### config.mk
export PLATFORM = sky130hd
export DESIGN_NAME = mac_grid_n
export DESIGN_NICKNAME = d
export VERILOG_FILES = /design/src/rtl/mac_grid_n.sv
export SDC_FILE = /design/constraint.sdc
export NUM_CORES = 1
export LEC_CHECK = 0
export ABC_AREA = 1
export BUFFER_PORTS_ARGS = -buffer_cell sky130_fd_sc_hd__buf_2
export CORE_MARGIN = 2
export CORE_UTILIZATION = 50
export DETAILED_ROUTE_END_ITERATION = 6
export GPL_ROUTABILITY_DRIVEN = 0
export GPL_TIMING_DRIVEN = 0
export PLACE_DENSITY = 0.67
export SYNTH_ARGS = -nofsm -noshare
export SYNTH_HDL_FRONTEND = slang
export SYNTH_SLANG_ARGS = --single-unit
### constraint.sdc
create_clock -name clk -period 13.9 [get_ports clk]
set_input_delay 0.695 -clock clk [delete_from_list [all_inputs] [get_ports clk]]
set_output_delay 0.695 -clock clk [all_outputs]
set_load 0.02 [all_outputs]
### src/rtl/mac_grid_n.sv
// mac_grid_n: one shared sample stream, per-channel weight/bias MAC with per-frame saturated
// results drained through a ready/valid port. Define MAC_RELU_EN to zero negative signed results.
module mac_grid_n #(
  parameter int DATA_W = 8,
  parameter int CH     = 4,
  parameter int ACC_W  = 20,
  parameter int SHIFT  = 0
) (
  input  logic                  clk,
  input  logic                  rst,
  input  logic [DATA_W-1:0]     din,
  input  logic                  din_valid,
  input  logic                  din_last,
  output logic                  din_ready,
  input  logic                  sign,
  input  logic                  trig,
  input  logic                  cfg_we,
  input  logic                  cfg_kind,
  input  logic [$clog2(CH)-1:0] cfg_sel,
  input  logic [DATA_W-1:0]     cfg_data,
  output logic [DATA_W-1:0]     dout,
  output logic [$clog2(CH)-1:0] dout_ch,
  output logic                  dout_valid,
  input  logic                  dout_ready
);

  localparam int SEL_W = $clog2(CH);
  localparam int EXT_W = ACC_W - 2 * DATA_W;
  localparam logic [ACC_W-1:0] S_MAX = {{(ACC_W-DATA_W+1){1'b0}}, {(DATA_W-1){1'b1}}};
  localparam logic [ACC_W-1:0] S_MIN = {{(ACC_W-DATA_W+1){1'b1}}, {(DATA_W-1){1'b0}}};
  localparam logic [ACC_W-1:0] U_MAX = {{(ACC_W-DATA_W){1'b0}}, {DATA_W{1'b1}}};
  localparam logic [SEL_W-1:0] LAST_CH = SEL_W'(CH - 1);

  typedef enum logic {ACCUM, DRAIN} state_t;

  state_t            state_q, state_d;
  logic [ACC_W-1:0]  acc_q    [CH];
  logic [DATA_W-1:0] w_q      [CH];
  logic [DATA_W-1:0] bias_q   [CH];
  logic [DATA_W-1:0] res_q    [CH];
  logic [DATA_W-1:0] dout_q, dout_d;
  logic [SEL_W-1:0]  k_q, k_d;
  logic [SEL_W-1:0]  k_inc;
  logic              dout_valid_q, dout_valid_d;
  logic              first_q, first_d;
  logic              frame_sign_q, frame_sign_d;

  logic              acc_clear, acc_load, res_load;
  logic              beat, first_beat, beat_sign;
  logic [2*DATA_W-1:0] din_e;
  logic [ACC_W-1:0]  acc_upd  [CH];
  logic [DATA_W-1:0] res_calc [CH];

  assign beat       = din_valid && (state_q == ACCUM);
  // A trig cycle restarts the frame, so its beat (if any) re-latches the sign.
  assign first_beat = first_q || trig;
  assign beat_sign  = first_beat ? sign : frame_sign_q;
  assign din_e      = {{DATA_W{beat_sign & din[DATA_W-1]}}, din};
  assign k_inc      = k_q + 1'b1;

  genvar gi;
  generate
    for (gi = 0; gi < CH; gi++) begin : g_ch
      logic [2*DATA_W-1:0] w_e;
      logic [2*DATA_W-1:0] prod;
      logic [ACC_W-1:0]    prod_x;
      logic [ACC_W-1:0]    bias_x;
      logic [ACC_W-1:0]    base;
      logic [ACC_W-1:0]    sum;
      logic [ACC_W-1:0]    shifted;
      logic [DATA_W-1:0]   sat;

      // Low 2*DATA_W bits of the extended-operand product are exact for both signednesses.
      assign w_e     = {{DATA_W{beat_sign & w_q[gi][DATA_W-1]}}, w_q[gi]};
      assign prod    = din_e * w_e;
      assign prod_x  = {{(EXT_W+1){beat_sign & prod[2*DATA_W-1]}}, prod[2*DATA_W-2:0]};
      assign bias_x  = {{(ACC_W-DATA_W){beat_sign & bias_q[gi][DATA_W-1]}}, bias_q[gi]};
      assign base    = first_beat ? '0 : acc_q[gi];
      assign sum     = acc_upd[gi] + bias_x;
      assign shifted = beat_sign ? $unsigned($signed(sum) >>> SHIFT) : (sum >> SHIFT);
      assign acc_upd[gi] = base + prod_x;

      always_comb begin
        if (beat_sign) begin
          if ($signed(shifted) > $signed(S_MAX)) begin
            sat = S_MAX[DATA_W-1:0];
          end else if ($signed(shifted) < $signed(S_MIN)) begin
            sat = S_MIN[DATA_W-1:0];
          end else begin
            sat = shifted[DATA_W-1:0];
          end
`ifdef MAC_RELU_EN
          if (sat[DATA_W-1]) begin
            sat = '0;
          end
`endif
        end else begin
          sat = (shifted > U_MAX) ? U_MAX[DATA_W-1:0] : shifted[DATA_W-1:0];
        end
      end

      assign res_calc[gi] = sat;
    end
  endgenerate

  always_comb begin
    state_d      = state_q;
    k_d          = k_q;
    dout_d       = dout_q;
    dout_valid_d = dout_valid_q;
    first_d      = first_q;
    frame_sign_d = frame_sign_q;
    acc_clear    = 1'b0;
    acc_load     = 1'b0;
    res_load     = 1'b0;
    case (state_q)
      ACCUM: begin
        if (trig) begin
          first_d   = 1'b1;
          acc_clear = 1'b1;
        end
        if (beat) begin
          frame_sign_d = beat_sign;
          first_d      = 1'b0;
          acc_clear    = 1'b0;
          acc_load     = 1'b1;
          if (din_last) begin
            first_d      = 1'b1;
            acc_clear    = 1'b1;
            acc_load     = 1'b0;
            res_load     = 1'b1;
            state_d      = DRAIN;
            k_d          = '0;
            dout_d       = res_calc[0];
            dout_valid_d = 1'b1;
          end
        end
      end
      DRAIN: begin
        if (dout_ready) begin
          if (k_q == LAST_CH) begin
            state_d      = ACCUM;
            dout_valid_d = 1'b0;
          end else begin
            k_d    = k_inc;
            dout_d = res_q[k_inc];
          end
        end
      end
      default: state_d = ACCUM;
    endcase
  end

  always_ff @(posedge clk) begin
    if (rst) begin
      state_q      <= ACCUM;
      k_q          <= '0;
      dout_q       <= '0;
      dout_valid_q <= 1'b0;
      first_q      <= 1'b1;
      frame_sign_q <= 1'b0;
      for (int c = 0; c < CH; c++) begin
        acc_q[c]  <= '0;
        w_q[c]    <= '0;
        bias_q[c] <= '0;
        res_q[c]  <= '0;
      end
    end else begin
      state_q      <= state_d;
      k_q          <= k_d;
      dout_q       <= dout_d;
      dout_valid_q <= dout_valid_d;
      first_q      <= first_d;
      frame_sign_q <= frame_sign_d;
      for (int c = 0; c < CH; c++) begin
        if (acc_clear) begin
          acc_q[c] <= '0;
        end else if (acc_load) begin
          acc_q[c] <= acc_upd[c];
        end
        if (res_load) begin
          res_q[c] <= res_calc[c];
        end
        if (cfg_we && (cfg_sel == SEL_W'(c))) begin
          if (cfg_kind) begin
            bias_q[c] <= cfg_data;
          end else begin
            w_q[c] <= cfg_data;
          end
        end
      end
    end
  end

  assign din_ready  = (state_q == ACCUM);
  assign dout       = dout_q;
  assign dout_ch    = k_q;
  assign dout_valid = dout_valid_q;

endmodule

# [Yosys cells after proc, flatten, opt, wreduce, memory -nomap -nowiden]
# Memory sizes are Yosys's and may differ from the RTL's.
# Cells that the tools add are included.
[totals] ff_bits=14 ram_bits=176 inputBits=27 output_inout_bits=12 elab_cells=198 memories=4
[memory_table] name="acc_q" words=4 width=20 rd=4 rd_ports_with_merged_regs=0 write_ports=4 line_no="37" source="logic [ACC_W-1:0] acc_q [CH];"
[memory_table] name="bias_q" words=4 width=8 rd=4 rd_ports_with_merged_regs=0 write_ports=4 line_no="39" source="logic [DATA_W-1:0] bias_q [CH];"
[memory_table] name="res_q" words=4 width=8 rd=1 rd_ports_with_merged_regs=0 write_ports=4 line_no="40" source="logic [DATA_W-1:0] res_q [CH];"
[memory_table] name="w_q" words=4 width=8 rd=4 rd_ports_with_merged_regs=0 write_ports=4 line_no="38" source="logic [DATA_W-1:0] w_q [CH];"
[op_classes] addsub=9 mul=4 n_lt_le_gt_ge=12 n_eq_ne=9 muxes=108 bitwise_logic=34 n_reduce_logical=12
[ops] cell="8-bit 2-to-1 mux" n=32
[ops] cell="20-bit 2-to-1 mux" n=12
[ops] cell="20-bit adder" n=8
[ops] cell="20-bit by 8-bit greater-than comparator with 1-bit output, second input constant" n=8
[ops] cell="20-bit by 8-bit less-than comparator with 1-bit output, second input constant" n=4
[ops] cell="9-bit by 9-bit multiplier with 16-bit output" n=4
[ops] cell="1-bit 2-to-1 mux" n=56
[ops] cell="1-bit OR" n=20
[ops] cell="8-bit case mux with 2 select lines" n=1
[ops] cell="1-bit bitwise AND" n=13
[ops] cell="2-bit 2-to-1 mux" n=4
[ops] cell="4-bit AND reduction" n=2
[ops] cell="2-bit == test, second input constant" n=3
[ops] cell="2-bit != test, second input constant" n=3
[ops] cell="1-bit logical AND" n=5
[ops] cell="2-bit by 1-bit != test with 1-bit output, second input constant" n=2
[ops] cell="1-bit case mux with 2 select lines" n=2
[ops] cell="2-bit case mux with 2 select lines" n=1
[ops] cell="2-bit AND reduction" n=2
[ops] cell="2-bit by 1-bit adder with 2-bit output, second input constant" n=1
[ops] cell="2-bit by 1-bit == test with 1-bit output, second input constant" n=1
[ops] cell="2-bit logical NOT" n=1
[ops] cell="2-bit nonzero test" n=1
[ops] cell="1-bit logical OR" n=1
[ops] cell="1-bit inverter" n=1

# [Longest topological paths before layout]
[logic_depth] depth_word=14 ltp_mapped=57 depth_no_buf=53

# [Worst setup path after synthesis]
# Ideal clock, no wire load.
[synth_timing] path_type="input port to flip-flop" startpoint="input trig" endpoint="memory res_q[3][7] (data pin)" setup_time_ns=0.266 t_arrival_ns=9.160 required_time_ns=13.634 slack_ns=4.474 path_stages=49 path_cell_list="o21ai_1 nand2_2 buf_6 inv_1 clkbuf_1 buf_1 clkbuf_1 nor2_1 inv_1 fa_1 fa_1 inv_1 fa_1 fa_1 inv_1 fa_1 inv_1 ha_1 [13 not listed] a21oi_1 nor2_1 nand2_1 nand2_1 xnor2_1 inv_1 ha_1 inv_1 nor3_1 nor3b_1 nand4_1 nand3_1 xor2_1 inv_1 nor2_1 nand3_1 a21oi_1 nor2_1"
[synth_lines] item="from (decl)" line_no="16" source="input logic trig,"
[synth_lines] item="to (decl)" line_no="40"

==> reports/results.ini <==
[run_status]
status=finished clean

[worst_setup_path]
cpLargestDelayFamily=adder cells
critical_path_class=reg2reg
worstPathRequired_ps=14100
reg2reg_depth=50
reg2reg_slack_ps=2320
cp-start-kind=register
crit_arrival_ps=11780
cpMaxStageDelayCell=buf_1
crit_path_end_kind=register
cp_common_cell=inv_1
slowest_delay_ps=800
r2r_start=first_q$_SDFFE_PP1P_
crit_fanout=10
rr_endpoint=res_q[3][7]$_SDFFCE_PN0P_
critPathBufInv=15

[route]
via_per_inst=5.09
routed_wl_mm=72.8
vias=23900
ant_nets=0
dr.pass1.iters=6
drc=0
drtIter0Drc=1848
drt-wirelength-per-cell_um=15.5

[logic_synthesis]
synth-seq-area-share_pct=19.7
synth_seq_cells=190
synth_edf_count=176
yosysWarnings=0
synthMuxAreaShare_pct=0
synth_top_family_by_area=adder cells
synthArstFlopShare_pct=0
synth-xor-area-share_pct=5.11
synth-adder-area-share_pct=31.0
synth_ff_type=edfxtp_1
synth_compound_area_share_pct=8.12
synth_fp_nets=4437
mappedNetlistArea_um2=28300
yosys.area_share.simple_pct=21.9
yosysUniqueCellTypes=51
synthCells=3865
syn_area_per_cell_um2=7.32

[floorplan]
dieHeight_um=242
rows=87
die_area_um2=58500
fp.dieW_um=242
coreArea_um2=56200
ios=39
initial_core_util_pct=50.3

[global_routing]
grt_pass1_vias=23100
grt_max_degree=47
use_met3_pct=2.41
grt_busiest_layer=met2
grt_pass1_wl_mm=119
grt_util_met2_pct=39.8
grt.overflow.total=0
grt_antenna_before_repair=0
grt_usage_pct=25.5
met1_usage_pct=37.0

[placed_design]
place_hpwl_mm=59.6
io_buffers=30
pre_cts_ws_ps=1940

[final_layout]
layout-drive-gt1-share_pct=3.21
nFillCells=5575
layout.nets=4488
antenna_cells=0
area_growth_syn_to_layout_pct=6.08
post-route-util_pct=53.4

[clock_network]
cts_resized=0
postCtsSetupBuffers=0
clock_latency_ps=470
h-tree-depth=4
cts_buffers=17
cts_tree=built
cts_sinks=190
cts_buffer_depth=2
cts-root-buf=clkbuf_16
cts_hold_buf=0
cts.clk_slew.worst_paths_ps=80

[sta]
tns_ps=0
finalWorstPathRequiredPeriod_ps=11580
worst_pin_slew_ps=1450
skew_ps=11.0
final.setup.worst_slack_ps=2320
whs_ps=478
rsz0062_at_grt=no
hold_viol_final=0
min_period_over_period_pct=83.3
setup_viol=0
slew-limit-headroom_pct=2.35
timing.fmax_ghz=0.0863
slew_violations=0

[min_path]
min_from=dout[3]$_SDFFE_PP0P_
hold_depth=2
hold_end=dout[3]$_SDFFE_PP0P_
hp-class=reg2reg

[run]
maxCapViolCount=0

how the worst max path moves through the flow:
stage                                    start                        end  slack, ps  cells past startpoint
after global placement                    trig  res_q[3][7]$_SDFFCE_PN0P_       1890                     50
after CTS                 first_q$_SDFFE_PP1P_  res_q[3][7]$_SDFFCE_PN0P_       2300                     50
after detailed placement                  trig  res_q[3][7]$_SDFFCE_PN0P_       1940                     50
final                     first_q$_SDFFE_PP1P_  res_q[3][7]$_SDFFCE_PN0P_       2320                     50
after floorplan                           trig  res_q[3][7]$_SDFFCE_PN0P_       4470                     49
after global routing      first_q$_SDFFE_PP1P_  res_q[3][7]$_SDFFCE_PN0P_       1480                     50
layout make-up:
cell class	count	area (um^2)	share of cell area [%]
Inverter	957	3590	12.0
Buffer	103	417	1.39
Tap cell	756	946	3.15
Sequential cell	190	5570	18.6
Clock inverter	13	114	0.380
Clock buffer	19	443	1.48
Multi-Input combinational cell	2615	18700	62.4
Timing Repair Buffer	32	205	0.684
per-layer routing:
layer | part of all wire (%) | wire [um]
met4 | 3.2 | 2350
met1 | 47 | 34500
met2 | 44 | 31800
met3 | 5.7 | 4130
met5 | 0 | 0
stage by stage:
stage | area [um^2] | instances
CTS | 30000 | 4684
floorplan | 28300 | 3865
detailed placement | 29400 | 4652
global route | 30000 | 4685
finish | 30000 | 4685
global placement | 29400 | 4651
flip-flops by register name, indices dropped and copies added (netlist names):
name / flops
res_q: 32
dout_ch: 2
state_q: 1
acc_q: 80
dout_valid: 1
dout: 8
frame_sign_q: 1
bias_q: 32
first_q: 1
w_q: 32
synth_stat cells (4+ instances only):
cell       instances  share of area, %
inv_2              7             0.093
o32ai_1            8              0.25
nand2_2           11              0.24
nand3_1          143               2.5
nand3b_1          10              0.27
o211ai_1           7              0.19
clkbuf_2          11              0.19
nor2_1           454               6.0
dfxtp_1           14              0.99
nand2_4            4              0.16
o31ai_1           13              0.35
o311ai_0           5              0.15
o21ai_0          102               1.8
a31oi_1           13              0.29
fa_1             260                18
nand3_2            8              0.28
nor3_1            29              0.51
xnor2_1           53               1.6
xor2_1           112               3.5
o21bai_1          16              0.42
nand4_1           41              0.91
edfxtp_1         176                19
or2_2              7              0.15
nor4_1             8              0.18
buf_2              4             0.071
buf_1             14              0.19
clkbuf_1          72              0.96
a21oi_1          196               3.5
a21o_1            19              0.50
o2111ai_1          4              0.12
nand2_1          772                10
and2_1             6              0.13
ha_1             285                13
inv_1            948                13
o21ai_2            4              0.12
kinds of logic (layout without fill, tap and decap cells):
kind of cell | Yosys count | after routing
simple gates | 1503 | 1503
buf+inv | 1060 | 1124
fa+ha+maj | 545 | 545
compound gates | 402 | 402
flops | 190 | 190
xor+xnor | 165 | 165
worst min-delay path, cell delays in order, from the launching register on:
cell and delay (ps):
dfxtp_1 320, nand2_1 60, a21oi_1 50
cells in the final DEF (no fill, tap or decap), types with 5 or more instances in the layout:
cell type  Yosys  layout
o211ai_1       7       7
dfxtp_1       14      14
buf_1         14      14
nor3_1        29      29
clkbuf_1      72      73
ha_1         285     285
fa_1         260     260
nand2_1      772     772
a31oi_1       13      13
o31ai_1       13      13
inv_1        948     948
clkbuf_2      11      11
or2_2          7       7
nand3_2        8       8
inv_2          7       7
a21o_1        19      19
xor2_1       112     112
o32ai_1        8       8
o311ai_0       5       5
edfxtp_1     176     176
clkbuf_16      0      17
nor2_1       454     454
a21oi_1      196     196
o21bai_1      16      16
nand4_1       41      41
xnor2_1       53      53
nand3b_1      10      10
inv_6          0       7
o21ai_0      102     102
and2_1         6       6
nand3_1      143     142
buf_2          4      34
nor4_1         8       8
nand2_2       11      11
Power is left out: the tool's default activity adds up to more than one toggle a clock period on the data nets, which glitch-free logic cannot reach.
